File: src/rtl/i2c_cmd_arbiter_pkg.sv
// Shared types and constants for the two-requester I2C command arbiter.
package i2c_cmd_arbiter_pkg;

    localparam int unsigned REQ_N           = 2;
    localparam int unsigned TIMEOUT_DFLT    = 255;
    localparam int unsigned DATA_DEPTH_DFLT = 8;

    typedef enum logic [1:0] {
        ST_IDLE  = 2'd0,
        ST_GRANT = 2'd1,
        ST_BUSY  = 2'd2,
        ST_GAP   = 2'd3
    } arb_state_t;

    // Requester index to one-hot grant vector.
    function automatic logic [REQ_N-1:0] idx_to_onehot(input logic idx);
        return idx ? 2'b10 : 2'b01;
    endfunction

endpackage

File: src/rtl/i2c_cmd_arbiter_if.sv
// Arbiter-to-I2C-master bus: command channels, write/read data and status pulses.
interface i2c_cmd_arbiter_if #(
    parameter int unsigned DATA_DEPTH = i2c_cmd_arbiter_pkg::DATA_DEPTH_DFLT
);
    logic                  o_start;
    logic [DATA_DEPTH-1:0] o_addr_bits;
    logic                  o_addr_valid;
    logic [DATA_DEPTH-1:0] o_nbytes_bits;
    logic                  o_nbytes_valid;
    logic [DATA_DEPTH-1:0] o_data_write_bits;
    logic                  o_data_write_valid;
    logic                  o_data_read_ready;
    logic                  i_addr_ready;
    logic                  i_nbytes_ready;
    logic                  i_data_write_ready;
    logic [DATA_DEPTH-1:0] i_data_read_bits;
    logic                  i_data_read_valid;
    logic                  i_xfer_done;
    logic                  i_nack;

    modport master (
        output o_start, o_addr_bits, o_addr_valid, o_nbytes_bits, o_nbytes_valid,
               o_data_write_bits, o_data_write_valid, o_data_read_ready,
        input  i_addr_ready, i_nbytes_ready, i_data_write_ready,
               i_data_read_bits, i_data_read_valid, i_xfer_done, i_nack
    );

    modport slave (
        input  o_start, o_addr_bits, o_addr_valid, o_nbytes_bits, o_nbytes_valid,
               o_data_write_bits, o_data_write_valid, o_data_read_ready,
        output i_addr_ready, i_nbytes_ready, i_data_write_ready,
               i_data_read_bits, i_data_read_valid, i_xfer_done, i_nack
    );
endinterface

File: src/rtl/i2c_cmd_arbiter_rr_pick2.sv
// Two-input round-robin picker: on contention the requester not served last wins.
module rr_pick2 (
    input  logic [1:0] req,
    input  logic       last,
    output logic [1:0] gnt
);
    always_comb begin
        gnt = req;
        if (req == 2'b11) gnt = last ? 2'b01 : 2'b10;
    end
endmodule

File: src/rtl/i2c_cmd_arbiter.sv
// Shares one I2C master between two requesters; a granted transaction runs to its stop.
module i2c_cmd_arbiter
    import i2c_cmd_arbiter_pkg::*;
#(
    parameter int unsigned DATA_DEPTH = DATA_DEPTH_DFLT,
    parameter int unsigned TIMEOUT    = TIMEOUT_DFLT
) (
    input  logic                        i_clk,
    input  logic                        i_rst,
    input  logic [REQ_N-1:0]            i_req,
    output logic [REQ_N-1:0]            o_gnt,
    input  logic [REQ_N-1:0]            i_rq_start,
    input  logic [REQ_N*DATA_DEPTH-1:0] i_rq_addr_bits,
    input  logic [REQ_N*DATA_DEPTH-1:0] i_rq_nbytes_bits,
    input  logic [REQ_N*DATA_DEPTH-1:0] i_rq_wdata_bits,
    input  logic [REQ_N-1:0]            i_rq_addr_valid,
    input  logic [REQ_N-1:0]            i_rq_nbytes_valid,
    input  logic [REQ_N-1:0]            i_rq_wdata_valid,
    output logic [REQ_N-1:0]            o_rq_addr_ready,
    output logic [REQ_N-1:0]            o_rq_nbytes_ready,
    output logic [REQ_N-1:0]            o_rq_wdata_ready,
    output logic [DATA_DEPTH-1:0]       o_rq_rdata_bits,
    output logic [REQ_N-1:0]            o_rq_rdata_valid,
    input  logic [REQ_N-1:0]            i_rq_rdata_ready,
    i2c_cmd_arbiter_if.master           m_if,
    output logic                        o_timeout,
    output logic [REQ_N-1:0]            o_nack_src
);
    localparam int unsigned CNT_W = (TIMEOUT < 1) ? 1 : $clog2(TIMEOUT + 1);

    arb_state_t        state_q, state_d;
    logic              owner_q, owner_d;
    logic              last_q, last_d;
    logic [CNT_W-1:0]  cnt_q, cnt_d;
    logic [REQ_N-1:0]  nack_q, nack_d;
    logic [REQ_N-1:0]  pick;
    logic              active;

    rr_pick2 u_pick (.req(i_req), .last(last_q), .gnt(pick));

    always_ff @(posedge i_clk or posedge i_rst) begin
        if (i_rst) begin
            state_q <= ST_IDLE;
            owner_q <= 1'b0;
            last_q  <= 1'b1;
            cnt_q   <= '0;
            nack_q  <= '0;
        end else begin
            state_q <= state_d;
            owner_q <= owner_d;
            last_q  <= last_d;
            cnt_q   <= cnt_d;
            nack_q  <= nack_d;
        end
    end

    // Start beats a dropped request, which beats the timeout.
    always_comb begin
        state_d   = state_q;
        owner_d   = owner_q;
        last_d    = last_q;
        cnt_d     = cnt_q;
        nack_d    = nack_q;
        o_timeout = 1'b0;
        unique case (state_q)
            ST_IDLE: begin
                if (|i_req) begin
                    state_d = ST_GRANT;
                    owner_d = pick[1];
                    cnt_d   = '0;
                end
            end
            ST_GRANT: begin
                if (i_rq_start[owner_q]) begin
                    state_d = ST_BUSY;
                end else if (!i_req[owner_q]) begin
                    state_d = ST_GAP;
                end else if (cnt_q == CNT_W'(TIMEOUT - 1)) begin
                    o_timeout = 1'b1;
                    state_d   = ST_GAP;
                end else begin
                    cnt_d = cnt_q + 1'b1;
                end
            end
            ST_BUSY: begin
                if (m_if.i_nack)      nack_d  = idx_to_onehot(owner_q);
                if (m_if.i_xfer_done) state_d = ST_GAP;
            end
            ST_GAP: begin
                last_d  = owner_q;
                state_d = ST_IDLE;
            end
            default: state_d = ST_IDLE;
        endcase
    end

    assign active     = (state_q == ST_GRANT) || (state_q == ST_BUSY);
    assign o_gnt      = active ? idx_to_onehot(owner_q) : '0;
    assign o_nack_src = nack_q;

    // Owner's request channels pass straight through to the master and back.
    always_comb begin
        m_if.o_start            = 1'b0;
        m_if.o_addr_bits        = '0;
        m_if.o_addr_valid       = 1'b0;
        m_if.o_nbytes_bits      = '0;
        m_if.o_nbytes_valid     = 1'b0;
        m_if.o_data_write_bits  = '0;
        m_if.o_data_write_valid = 1'b0;
        m_if.o_data_read_ready  = 1'b0;
        o_rq_addr_ready         = '0;
        o_rq_nbytes_ready       = '0;
        o_rq_wdata_ready        = '0;
        o_rq_rdata_valid        = '0;
        o_rq_rdata_bits         = m_if.i_data_read_bits;
        if (active) begin
            m_if.o_start            = i_rq_start[owner_q];
            m_if.o_addr_bits        = owner_q ? i_rq_addr_bits[DATA_DEPTH +: DATA_DEPTH]
                                              : i_rq_addr_bits[0 +: DATA_DEPTH];
            m_if.o_addr_valid       = i_rq_addr_valid[owner_q];
            m_if.o_nbytes_bits      = owner_q ? i_rq_nbytes_bits[DATA_DEPTH +: DATA_DEPTH]
                                              : i_rq_nbytes_bits[0 +: DATA_DEPTH];
            m_if.o_nbytes_valid     = i_rq_nbytes_valid[owner_q];
            m_if.o_data_write_bits  = owner_q ? i_rq_wdata_bits[DATA_DEPTH +: DATA_DEPTH]
                                              : i_rq_wdata_bits[0 +: DATA_DEPTH];
            m_if.o_data_write_valid = i_rq_wdata_valid[owner_q];
            m_if.o_data_read_ready  = i_rq_rdata_ready[owner_q];
            o_rq_addr_ready[owner_q]   = m_if.i_addr_ready;
            o_rq_nbytes_ready[owner_q] = m_if.i_nbytes_ready;
            o_rq_wdata_ready[owner_q]  = m_if.i_data_write_ready;
            o_rq_rdata_valid[owner_q]  = m_if.i_data_read_valid;
        end
    end

endmodule

File: src/flat_wrapper.sv
// flat-port wrapper written by rule: the top's interface ports become plain ports
module i2c_cmd_arbiter_flat import i2c_cmd_arbiter_pkg::*;
#(
    parameter int unsigned DATA_DEPTH = DATA_DEPTH_DFLT,
    parameter int unsigned TIMEOUT    = TIMEOUT_DFLT
)
  (i_clk, i_rst, i_req, o_gnt, i_rq_start, i_rq_addr_bits, i_rq_nbytes_bits, i_rq_wdata_bits, i_rq_addr_valid, i_rq_nbytes_valid, i_rq_wdata_valid, o_rq_addr_ready, o_rq_nbytes_ready, o_rq_wdata_ready, o_rq_rdata_bits, o_rq_rdata_valid, i_rq_rdata_ready, o_timeout, o_nack_src, m_if_o_start, m_if_o_addr_bits, m_if_o_addr_valid, m_if_o_nbytes_bits, m_if_o_nbytes_valid, m_if_o_data_write_bits, m_if_o_data_write_valid, m_if_o_data_read_ready, m_if_i_addr_ready, m_if_i_nbytes_ready, m_if_i_data_write_ready, m_if_i_data_read_bits, m_if_i_data_read_valid, m_if_i_xfer_done, m_if_i_nack);
  i2c_cmd_arbiter_if #(.DATA_DEPTH(DATA_DEPTH)) m_if_i ();
  input  logic i_clk;
  input  logic i_rst;
  input  logic [REQ_N-1:0] i_req;
  output logic [REQ_N-1:0] o_gnt;
  input  logic [REQ_N-1:0] i_rq_start;
  input  logic [REQ_N*DATA_DEPTH-1:0] i_rq_addr_bits;
  input  logic [REQ_N*DATA_DEPTH-1:0] i_rq_nbytes_bits;
  input  logic [REQ_N*DATA_DEPTH-1:0] i_rq_wdata_bits;
  input  logic [REQ_N-1:0] i_rq_addr_valid;
  input  logic [REQ_N-1:0] i_rq_nbytes_valid;
  input  logic [REQ_N-1:0] i_rq_wdata_valid;
  output logic [REQ_N-1:0] o_rq_addr_ready;
  output logic [REQ_N-1:0] o_rq_nbytes_ready;
  output logic [REQ_N-1:0] o_rq_wdata_ready;
  output logic [DATA_DEPTH-1:0] o_rq_rdata_bits;
  output logic [REQ_N-1:0] o_rq_rdata_valid;
  input  logic [REQ_N-1:0] i_rq_rdata_ready;
  output logic o_timeout;
  output logic [REQ_N-1:0] o_nack_src;
  output wire logic [$bits(m_if_i.o_start)-1:0] m_if_o_start;
  output wire logic [$bits(m_if_i.o_addr_bits)-1:0] m_if_o_addr_bits;
  output wire logic [$bits(m_if_i.o_addr_valid)-1:0] m_if_o_addr_valid;
  output wire logic [$bits(m_if_i.o_nbytes_bits)-1:0] m_if_o_nbytes_bits;
  output wire logic [$bits(m_if_i.o_nbytes_valid)-1:0] m_if_o_nbytes_valid;
  output wire logic [$bits(m_if_i.o_data_write_bits)-1:0] m_if_o_data_write_bits;
  output wire logic [$bits(m_if_i.o_data_write_valid)-1:0] m_if_o_data_write_valid;
  output wire logic [$bits(m_if_i.o_data_read_ready)-1:0] m_if_o_data_read_ready;
  input wire logic [$bits(m_if_i.i_addr_ready)-1:0] m_if_i_addr_ready;
  input wire logic [$bits(m_if_i.i_nbytes_ready)-1:0] m_if_i_nbytes_ready;
  input wire logic [$bits(m_if_i.i_data_write_ready)-1:0] m_if_i_data_write_ready;
  input wire logic [$bits(m_if_i.i_data_read_bits)-1:0] m_if_i_data_read_bits;
  input wire logic [$bits(m_if_i.i_data_read_valid)-1:0] m_if_i_data_read_valid;
  input wire logic [$bits(m_if_i.i_xfer_done)-1:0] m_if_i_xfer_done;
  input wire logic [$bits(m_if_i.i_nack)-1:0] m_if_i_nack;
  assign m_if_o_start = m_if_i.o_start;
  assign m_if_o_addr_bits = m_if_i.o_addr_bits;
  assign m_if_o_addr_valid = m_if_i.o_addr_valid;
  assign m_if_o_nbytes_bits = m_if_i.o_nbytes_bits;
  assign m_if_o_nbytes_valid = m_if_i.o_nbytes_valid;
  assign m_if_o_data_write_bits = m_if_i.o_data_write_bits;
  assign m_if_o_data_write_valid = m_if_i.o_data_write_valid;
  assign m_if_o_data_read_ready = m_if_i.o_data_read_ready;
  assign m_if_i.i_addr_ready = m_if_i_addr_ready;
  assign m_if_i.i_nbytes_ready = m_if_i_nbytes_ready;
  assign m_if_i.i_data_write_ready = m_if_i_data_write_ready;
  assign m_if_i.i_data_read_bits = m_if_i_data_read_bits;
  assign m_if_i.i_data_read_valid = m_if_i_data_read_valid;
  assign m_if_i.i_xfer_done = m_if_i_xfer_done;
  assign m_if_i.i_nack = m_if_i_nack;
  i2c_cmd_arbiter #(.DATA_DEPTH(DATA_DEPTH), .TIMEOUT(TIMEOUT)) u_core (.i_clk(i_clk), .i_rst(i_rst), .i_req(i_req), .o_gnt(o_gnt), .i_rq_start(i_rq_start), .i_rq_addr_bits(i_rq_addr_bits), .i_rq_nbytes_bits(i_rq_nbytes_bits), .i_rq_wdata_bits(i_rq_wdata_bits), .i_rq_addr_valid(i_rq_addr_valid), .i_rq_nbytes_valid(i_rq_nbytes_valid), .i_rq_wdata_valid(i_rq_wdata_valid), .o_rq_addr_ready(o_rq_addr_ready), .o_rq_nbytes_ready(o_rq_nbytes_ready), .o_rq_wdata_ready(o_rq_wdata_ready), .o_rq_rdata_bits(o_rq_rdata_bits), .o_rq_rdata_valid(o_rq_rdata_valid), .i_rq_rdata_ready(i_rq_rdata_ready), .m_if(m_if_i), .o_timeout(o_timeout), .o_nack_src(o_nack_src));
endmodule
File: config.mk
export PLATFORM = sky130hd
export DESIGN_NAME = i2c_cmd_arbiter_flat
export DESIGN_NICKNAME = d
export VERILOG_FILES = /design/src/rtl/i2c_cmd_arbiter_pkg.sv /design/src/rtl/i2c_cmd_arbiter_if.sv /design/src/rtl/i2c_cmd_arbiter_rr_pick2.sv /design/src/rtl/i2c_cmd_arbiter.sv /design/src/flat_wrapper.sv
export SDC_FILE = /design/constraint.sdc
export NUM_CORES = 1
export LEC_CHECK = 0
export BUFFER_PORTS_ARGS = -buffer_cell sky130_fd_sc_hd__buf_2
export CAP_MARGIN = 40
export CELL_PAD_IN_SITES_DETAIL_PLACEMENT = 1
export CELL_PAD_IN_SITES_GLOBAL_PLACEMENT = 1
export CORE_UTILIZATION = 23
export CTS_CLUSTER_SIZE = 12
export DETAILED_ROUTE_END_ITERATION = 8
export PLACE_DENSITY = 0.8
export SLEW_MARGIN = 15
export SYNTH_ARGS = -nofsm -noshare
export SYNTH_HDL_FRONTEND = slang
export SYNTH_SLANG_ARGS = --single-unit
File: constraint.sdc
create_clock -name i_clk -period 1.96 [get_ports i_clk]
set_clock_uncertainty 0.2 [all_clocks]
set_input_delay 0 -clock i_clk [delete_from_list [all_inputs] [get_ports i_clk]]
set_output_delay 0 -clock i_clk [all_outputs]
set_load 0.005 [all_outputs]
* Word level (Yosys, flattened, before mapping)
Cells that the tools add are included.
** Storage, ports and cells
- Bits in registers :: 14
- Latch bits :: 0
- Bits in writable memories :: 0
- ROM bits :: 0
- Input bits :: 76
- Output and inout port bits :: 50
- Word-level logic and storage cells :: 80
- Memories kept :: 0
** Cells by class
- Add/subtract/negate cells :: 1
- $mul :: 0
- Divide/modulo/power cells :: 0
- Magnitude comparators :: 2
- Eq/ne operators :: 11
- Shift operators :: 0
- Muxes and demuxes :: 48
- Bitwise logic cells :: 4
- Reduce and logical (&&, ||, !) cells :: 9
** Operators with widths (count)
- $mux W8 :: 10
- $mux W2 :: 13
- $mux W1 :: 22
- $pmux W8 S2 :: 1
- $add A8 B1 Y8 const B :: 1
- $and A2 B2 Y2 :: 4
- $eq A8 B8 Y1 const B :: 1
- $pmux W2 S4 :: 1
- $eq A2 B2 Y1 const B :: 3
- $ne A2 B2 Y1 const B :: 3
- $reduce_and A5 Y1 :: 1
- $ne A2 B1 Y1 const B :: 2
- $ne A4 B4 Y1 const B :: 1
- $reduce_and A2 Y1 :: 2
- $reduce_and A3 Y1 :: 1
- $eq A2 B1 Y1 const B :: 1
- $logic_not A2 Y1 :: 1
- $lt A1 B2 Y1 const B :: 1
- $reduce_bool A2 Y1 :: 1
- $reduce_or A2 Y1 :: 1
- $demux W1 S1 :: 1
- $ge A1 B1 Y1 const B :: 1
- $logic_and A1 B1 Y1 :: 1
- $logic_or A1 B1 Y1 :: 1

* Logic depth before layout (Yosys ltp)
Gate-level depths: netlist (run 1).
- Depth after elaboration :: 6
- Depth in mapped cells :: 6
- Depth with buffers taken out :: 6

* Modules after synthesis
Synthesis (run 1) repeated with hierarchy kept, for this count alone.
** Second synthesis, totals
- Cell total of the unflattened synthesis :: 176
- Area, all modules :: 1574.0 um^2
** Modules (own cells, without submodules)
- i2c_cmd_arbiter :: times used 1, cells each 173, area each 1555.2 um^2, seq. area each 351.6 um^2
- rr_pick2 :: times used 1, cells each 3, area each 18.8 um^2, seq. area each 0.0 um^2

* Worst setup path after synthesis (run 1)
OpenSTA, ideal clock, no wires.
- Path type :: reg2reg
- From :: register u_core.owner_q
- To :: register u_core.state_q[1]
- Library setup time :: 127 ps
- Arrival :: 1744 ps
- Data required time :: 1633 ps
- Path slack :: -111 ps
- Cell stages (with the launch flop) :: 6
- Path buffers :: 1
- Clock period less this slack :: 2071 ps
- Path through :: dfrtp_1 -> clkbuf_1 -> or3b_4 -> a221oi_4 -> or2_1 -> mux2_1
** On the way
- Cells in the longest elaborated chain, start to end :: 5
- Elaborated cells on any way between the ends :: 9
- Classes of those cells :: eq/ne (1); mux (7); reduce/logical (1)
** Ends and longest elaborated chain
- start: declaration :: RTL line i2c_cmd_arbiter.sv:32 : logic owner_q, owner_d;
- start signal: assignment :: RTL line i2c_cmd_arbiter.sv:50 : owner_q <= owner_d;
- $mux W1 (implied by the code) (2 in a row) :: RTL line i2c_cmd_arbiter.sv:76 : end else if (!i_req[owner_q]) begin
- $mux W2 :: RTL line i2c_cmd_arbiter.sv:76
- $mux W2 :: RTL line i2c_cmd_arbiter.sv:74 : if (i_rq_start[owner_q]) begin
- $pmux W2 S4 :: RTL line i2c_cmd_arbiter.sv:65 : unique case (state_q)
- end signal: assignment :: RTL line i2c_cmd_arbiter.sv:49 : state_q <= state_d;
- end: declaration :: RTL line i2c_cmd_arbiter.sv:31 : arb_state_t state_q, state_d;
Parallel ways exist; a longest one is shown, timed or not. The select of a mux whose other input is x is not followed.
A chain may end at the register's enable or synchronous reset.

* Worst setup path after layout (run 1)
Same ends and word-level chain as after synthesis.

==> impl_metrics.tcl, run 1 <==
set metrics [dict create \
    whs_path_depth 4 \
    synth_top_cell_by_area "mux2i_1" \
    detail_route.wl_per_cell_um 13.8 \
    nets 373 \
    netlist_area_sq_um 1460 \
    grt_max_degree 40 \
    core_sq_um 6030 \
    avgSynthCellArea_sq_um 8.70 \
    synth_edf_count 0 \
    antenna_found_initial 0 \
    period_share_pct 98.3 \
    clk_latency_ns 0.25 \
    fmax_mhz 519 \
    min_period_ns 1.93 \
    synth-simple-area-share_pct 27.8 \
    cp-start-kind "flip-flop" \
    first_iter_violations 19 \
    critical_path.slowest_cell "dfrtp_2" \
    wl_mm 5.04 \
    antenna_left 0 \
    cts_root_buf "clkbuf_8" \
    p_seq_share_pct 14.1 \
    die_h_um 81.7 \
    synthXorXnorAreaFrac_pct 0.599 \
    gr-usage-all-layers_pct 13.6 \
    grt_pass1_wl_mm 7.18 \
    ir_drop_mv 0.682 \
    pin_count 126 \
    synth_nets 250 \
    cts_buffer_depth 2 \
    crit_arrival_ns 1.86 \
    cts.clk_slew.worst_paths_ns 0.06 \
    p_switching_mw 1.29 \
    synth_area_leaders "mux2i_1 (24%), dfrtp_1 (22%), nor2b_1 (13%), ha_1 (5.1%), buf_4 (4.1%)" \
    routed_via_density 4.59 \
    routed-via-count 1675 \
    synth_mux_area_share_pct 26.3 \
    sw_frac_of_total_pct 41.8 \
    status "finished, final reports clean" \
    cts-htree-levels 1 \
    syn_to_final_growth_pct 57.2 \
    cts_buffers 3 \
    synth_compound_area_share_pct 7.96 \
    tightest_slew_ns 0.563 \
    synth_cells 168 \
    regToRegSetupSlack_ns 0.03 \
    cts_sinks 14 \
    stdcell_count 365 \
    slowest_delay_ns 0.41 \
    yosys_most_used_dff "dfrtp_1" \
    internal_power_mw 1.79 \
    yosys_register_bits 14 \
    post-dp-hpwl_mm 4.09 \
    synth.top_cell.area_share_pct 24.0 \
    hold_start "i_rq_start[1]" \
    post-route-util_pct 38.1 \
    synth_fa_ha_area_share_pct 5.14 \
    crit_type "reg -> reg" \
    place.port_buffers 109 \
    crit-reg2reg-capture "u_core.state_q[1]" \
    setup_viol 0 \
    dpl.cell_count 348 \
    yosys_warnings 0 \
    power.density_nw_per_um2 1340 \
    cp_max_fo 4 \
    place_congestion 0.741 \
    diodes 0 \
    die_area_sq_um 6680 \
    maxSlewViolCount 0 \
    yosysSeqAreaShare_pct 24.1 \
    num_rows 28 \
    min_to "u_core.state_q[0]" \
    first_pass_iters 4 \
    p_leak_nw 1.27 \
    grt_setup_unrepaired "true" \
    cp-end-kind "flip-flop" \
    max_slew_margin_pct 62.4 \
    grt_pass1_vias 1601 \
    drv_cap 0 \
    min_path_type "in -> reg" \
    synth_top_family_by_area "simple AND/OR/NAND/NOR gates" \
    overflow 0 \
    path_cells "or3b_4 -> a221oi_4 -> or2_1 -> mux2_4" \
    pwr-share-comb_pct 77.8 \
    critPathRequiredTime_ns 1.89 \
    crit_path_start "u_core.owner_q" \
    reg2reg_from "u_core.owner_q" \
    timing_hold_violations_final 0 \
    cts_tree "yes" \
    ys_types 32 \
    drive_above_1_share_pct 48.3 \
    start_util_pct 24.3 \
    die_width_um 81.7 \
    reg2regPathDepth 4 \
    remaining_drc_errors 0 \
    clkPwrFrac_pct 8.1 \
    synthArstFlopShare_pct 100 \
]
how the worst max path moves through the flow:
stage | to | slack, ns | cells after the start
finish | u_core.state_q[1] | 0.03 | 4
global route | u_core.state_q[1] | -0.006 | 4
CTS | u_core.state_q[1] | 0.01 | 6
detailed placement | u_core.state_q[1] | -0.08 | 6
global placement | u_core.state_q[1] | 0.006 | 6
floorplan | u_core.state_q[1] | -0.06 | 5
cell type report:
cell class	count	area, sq um
Clock buffer	4	45.0
Fill cell	762	3730
Multi-Input combinational cell	131	1020
Timing Repair Buffer	134	763
Tap cell	75	93.8
Sequential cell	14	353
Inverter	7	26.3
registers in the layout (all words and copies together) (netlist names):
signal and count:
u_core.owner_q 1, u_core.cnt_q 8, u_core.o_nack_src 2, u_core.state_q 2, u_core.last_q 1
logic make-up after synthesis:
kind of cell / after synthesis
mux: 38
buf+inv: 23
simple gates: 71
flops: 14
fa+ha+maj: 6
xor+xnor: 1
compound gates: 15
power groups by stage:
stage / registers [mW] / logic, mW / clock network (mW)
after floorplan: 0.445 / 1.40 / 0
after global placement: 0.430 / 2.28 / 0
after detailed placement: 0.435 / 2.35 / 0
after CTS: 0.436 / 2.42 / 0.261
after global routing: 0.445 / 2.66 / 0.273
final: 0.435 / 2.39 / 0.250
cells in the mapped netlist (3+ instances only):
library cell   n
and2_1         6
ha_1           6
nand3_1        3
nand2_1       16
nor2b_1       30
inv_1          7
clkbuf_1       6
buf_4          8
a21oi_1        4
and3_1         6
dfrtp_1       13
nand4_1        3
mux2i_1       35
o21ai_0        4
repair_timing:
action	CTS	global route
resized for setup	4	3
hold endpoints to repair	25	0
setup endpoints to repair	2	5
hold buffers	12	0
pin swaps	1	2
setup buffers	1	0
cells in the final DEF, fill, tap and decap left out, drive strengths merged, types with 5 or more instances in the layout:
cell         count
inv              7
o21ai            5
dfrtp           13
nor2b           30
dlygate4sd3     12
and2             6
ha               6
buf            122
and3             6
nand2           16
mux2i           35
critical path, delay by kind of cell, from the launching register on:
family / cells / cell delay [ns]
compound gates: 1 / 0.31
flops: 1 / 0.41
mux: 1 / 0.30
simple gates: 2 / 0.59
metal layers:
layer | global-route usage [%] | wire, um
met5 | 0 | 0
met4 | 2.11 | 19
met3 | 3.67 | 399
met2 | 25.9 | 2660
met1 | 15.3 | 1960
stage by stage:
stage                     instance area, sq um  setup TNS (ns)  power [mW]  setup WS [ns]  hold WS, ns
final                                     2300               0        3.08         0.0342       0.0450
after global routing                      2300        -0.00554        3.38       -0.00554       0.0685
after CTS                                 2290               0        3.11        0.00955       0.0390
after detailed placement                  2120         -0.0807        2.79        -0.0807       -0.200
after global placement                    2120               0        2.71        0.00569       -0.200
after floorplan                           1480         -0.0608        1.85        -0.0608       -0.311
No activity file was read; power rests on OpenSTA's default activity.
==> inputs of run 2 (changes only) <==
--- a/config.mk
+++ b/config.mk
@@ -12,7 +12,7 @@
 export CORE_UTILIZATION = 23
 export CTS_CLUSTER_SIZE = 12
 export DETAILED_ROUTE_END_ITERATION = 8
-export PLACE_DENSITY = 0.8
+export PLACE_DENSITY_LB_ADDON = 0.12
 export SLEW_MARGIN = 15
 export SYNTH_ARGS = -nofsm -noshare
 export SYNTH_HDL_FRONTEND = slang
==> run 2 against run 1 <==
Compared with the run above: register-to-register slack about the same; count of clock-buffer cells in the layout unchanged; critical endpoint unchanged; first-iteration DRC count increased by 21%; clock power increased by 4%; total power decreased by 0.44%; maximum frequency decreased by 0.15%; final cell count increased by 0.55%; worst setup slack got worse by 0.0028 ns; critical path depth increased by 2.
==> impl_metrics.tcl, run 2 (synthesis results as in run 1) <==
set metrics [dict create \
    num_rows 28 \
    min_path_type "in -> reg" \
    cts-htree-levels 1 \
    ir_drop_mv 0.546 \
    die_area_sq_um 6680 \
    regToRegSetupSlack_ns 0.03 \
    die_width_um 81.7 \
    cp-end-kind "flip-flop" \
    final_cell_mix "buf_2 (109), mux2i_1 (35), nor2b_1 (29)" \
    cts_buffers 3 \
    max_slew_margin_pct 60.7 \
    power.total_mw 3.06 \
    fmax_mhz 518 \
    tightest_slew_ns 0.590 \
    cts_root_buf "clkbuf_8" \
    start_util_pct 24.3 \
    setup_tns_ns 0 \
    nets 375 \
    cts_tree "yes" \
    slowest_delay_ns 0.47 \
    core_sq_um 6030 \
    critical_path.slowest_cell "or3b_2" \
    setup_viol 0 \
    cts.clk_slew.worst_paths_ns 0.06 \
    pin_count 126 \
    final_common_cell "buf_2" \
    routed_via_density 4.41 \
    drv_cap 0 \
    cp_max_fo 2 \
    diodes 0 \
    overflow 0 \
    cts_buffer_depth 2 \
    path_cells "inv_2 -> ha_4 -> or3b_2 -> o21ai_2 -> or2_1 -> mux2_4" \
    dp_slack_ns -0.0135 \
    first_pass_iters 4 \
    critPathRequiredTime_ns 1.89 \
    clk_latency_ns 0.25 \
    period_share_pct 98.4 \
    remaining_drc_errors 0 \
    die_h_um 81.7 \
    grt_pass1_wl_mm 6.77 \
    p_leak_nw 1.28 \
    timing_hold_violations_final 0 \
    syn_to_final_growth_pct 58.5 \
    grt_max_degree 40 \
    regMostFlops "u_core.cnt_q" \
    critPathTopFamily "simple AND/OR/NAND/NOR gates" \
    path_buf_inv 1 \
    crit_type "reg -> reg" \
    power.density_nw_per_um2 1320 \
    status "finished, final reports clean" \
    min_period_ns 1.93 \
    maxSlewViolCount 0 \
    post-dp-hpwl_mm 3.87 \
    place_congestion 0.745 \
    first_iter_violations 23 \
    gr-usage-all-layers_pct 13.1 \
    antenna_left 0 \
    wl_mm 4.87 \
    antenna_found_initial 0 \
    cp-start-kind "flip-flop" \
    drive_above_1_share_pct 49.0 \
    largest_reg_flops 8 \
    crit_arrival_ns 1.86 \
    detail_route.wl_per_cell_um 13.3 \
    fin_ws_ns 0.0314 \
    place.port_buffers 109 \
    grt_pass1_vias 1400 \
    cts_sinks 14 \
    whs_ns 0.0710 \
    routed-via-count 1617 \
    grt_setup_unrepaired "true" \
]
-- run 2: layout make-up --
type                    instances  area (sq um)
well taps                      75          93.8
flip-flops and latches         14           353
inverters                       7          26.3
clock buffers                   4          45.0
fillers                       764          3710
repair buffers                136           778
multi-input cells             131          1020
-- run 2: where the power goes --
part           internal, mW  switching (mW)  leakage (nW)  total [mW]
logic                  1.27            1.11          1.08        2.37
registers             0.385          0.0462         0.179       0.432
clock network         0.144           0.115        0.0228       0.259
-- run 2: final timing paths --
| kind | start | endpoint | cells after the start |
|---|---|---|---|
| max in group asynchronous | i_rst | u_core.owner_q | 3 |
| max | u_core.state_q[1] | u_core.state_q[1] | 6 |
| min in group asynchronous | i_rst | u_core.cnt_q[4] | 3 |
| min reg2reg | u_core.o_nack_src[1] | u_core.o_nack_src[1] | 1 |
| max reg2reg | u_core.state_q[1] | u_core.state_q[1] | 6 |
| min | i_rq_start[1] | u_core.state_q[0] | 4 |
-- run 2: through the flow --
| stage | instance area, sq um | cells | utilization, % |
|---|---|---|---|
| 5_1_grt | 2320 | 367 | 38.4 |
| 6_report | 2320 | 367 | 38.4 |
| 3_3_place_gp | 2130 | 350 | 35.4 |
| 3_5_place_dp | 2130 | 350 | 35.4 |
| 2_1_floorplan | 1480 | 168 | - |
| 4_1_cts | 2310 | 367 | 38.3 |
-- run 2: timing repair --
item | CTS | global route
hold endpoints to repair | 24 | 0
pin swaps | 1 | 2
setup buffers | 1 | 0
setup endpoints to repair | 5 | 9
resized for setup | 3 | 4
hold buffers | 12 | 0
-- run 2: routing by layer --
layer	up-vias	global-route usage (%)	wire length (um)
met1	730	16.4	1990
met3	4	2.56	450
met2	70	22.5	2390
li1	813	-	-
met4	0	4.21	40
met5	-	0	0
-- run 2: tightest hold or removal path, cell delays in order --
cell and delay, ns:
buf_2 0.08, mux2i_1 0.09, a21oi_1 0.19, o22ai_1 0.10
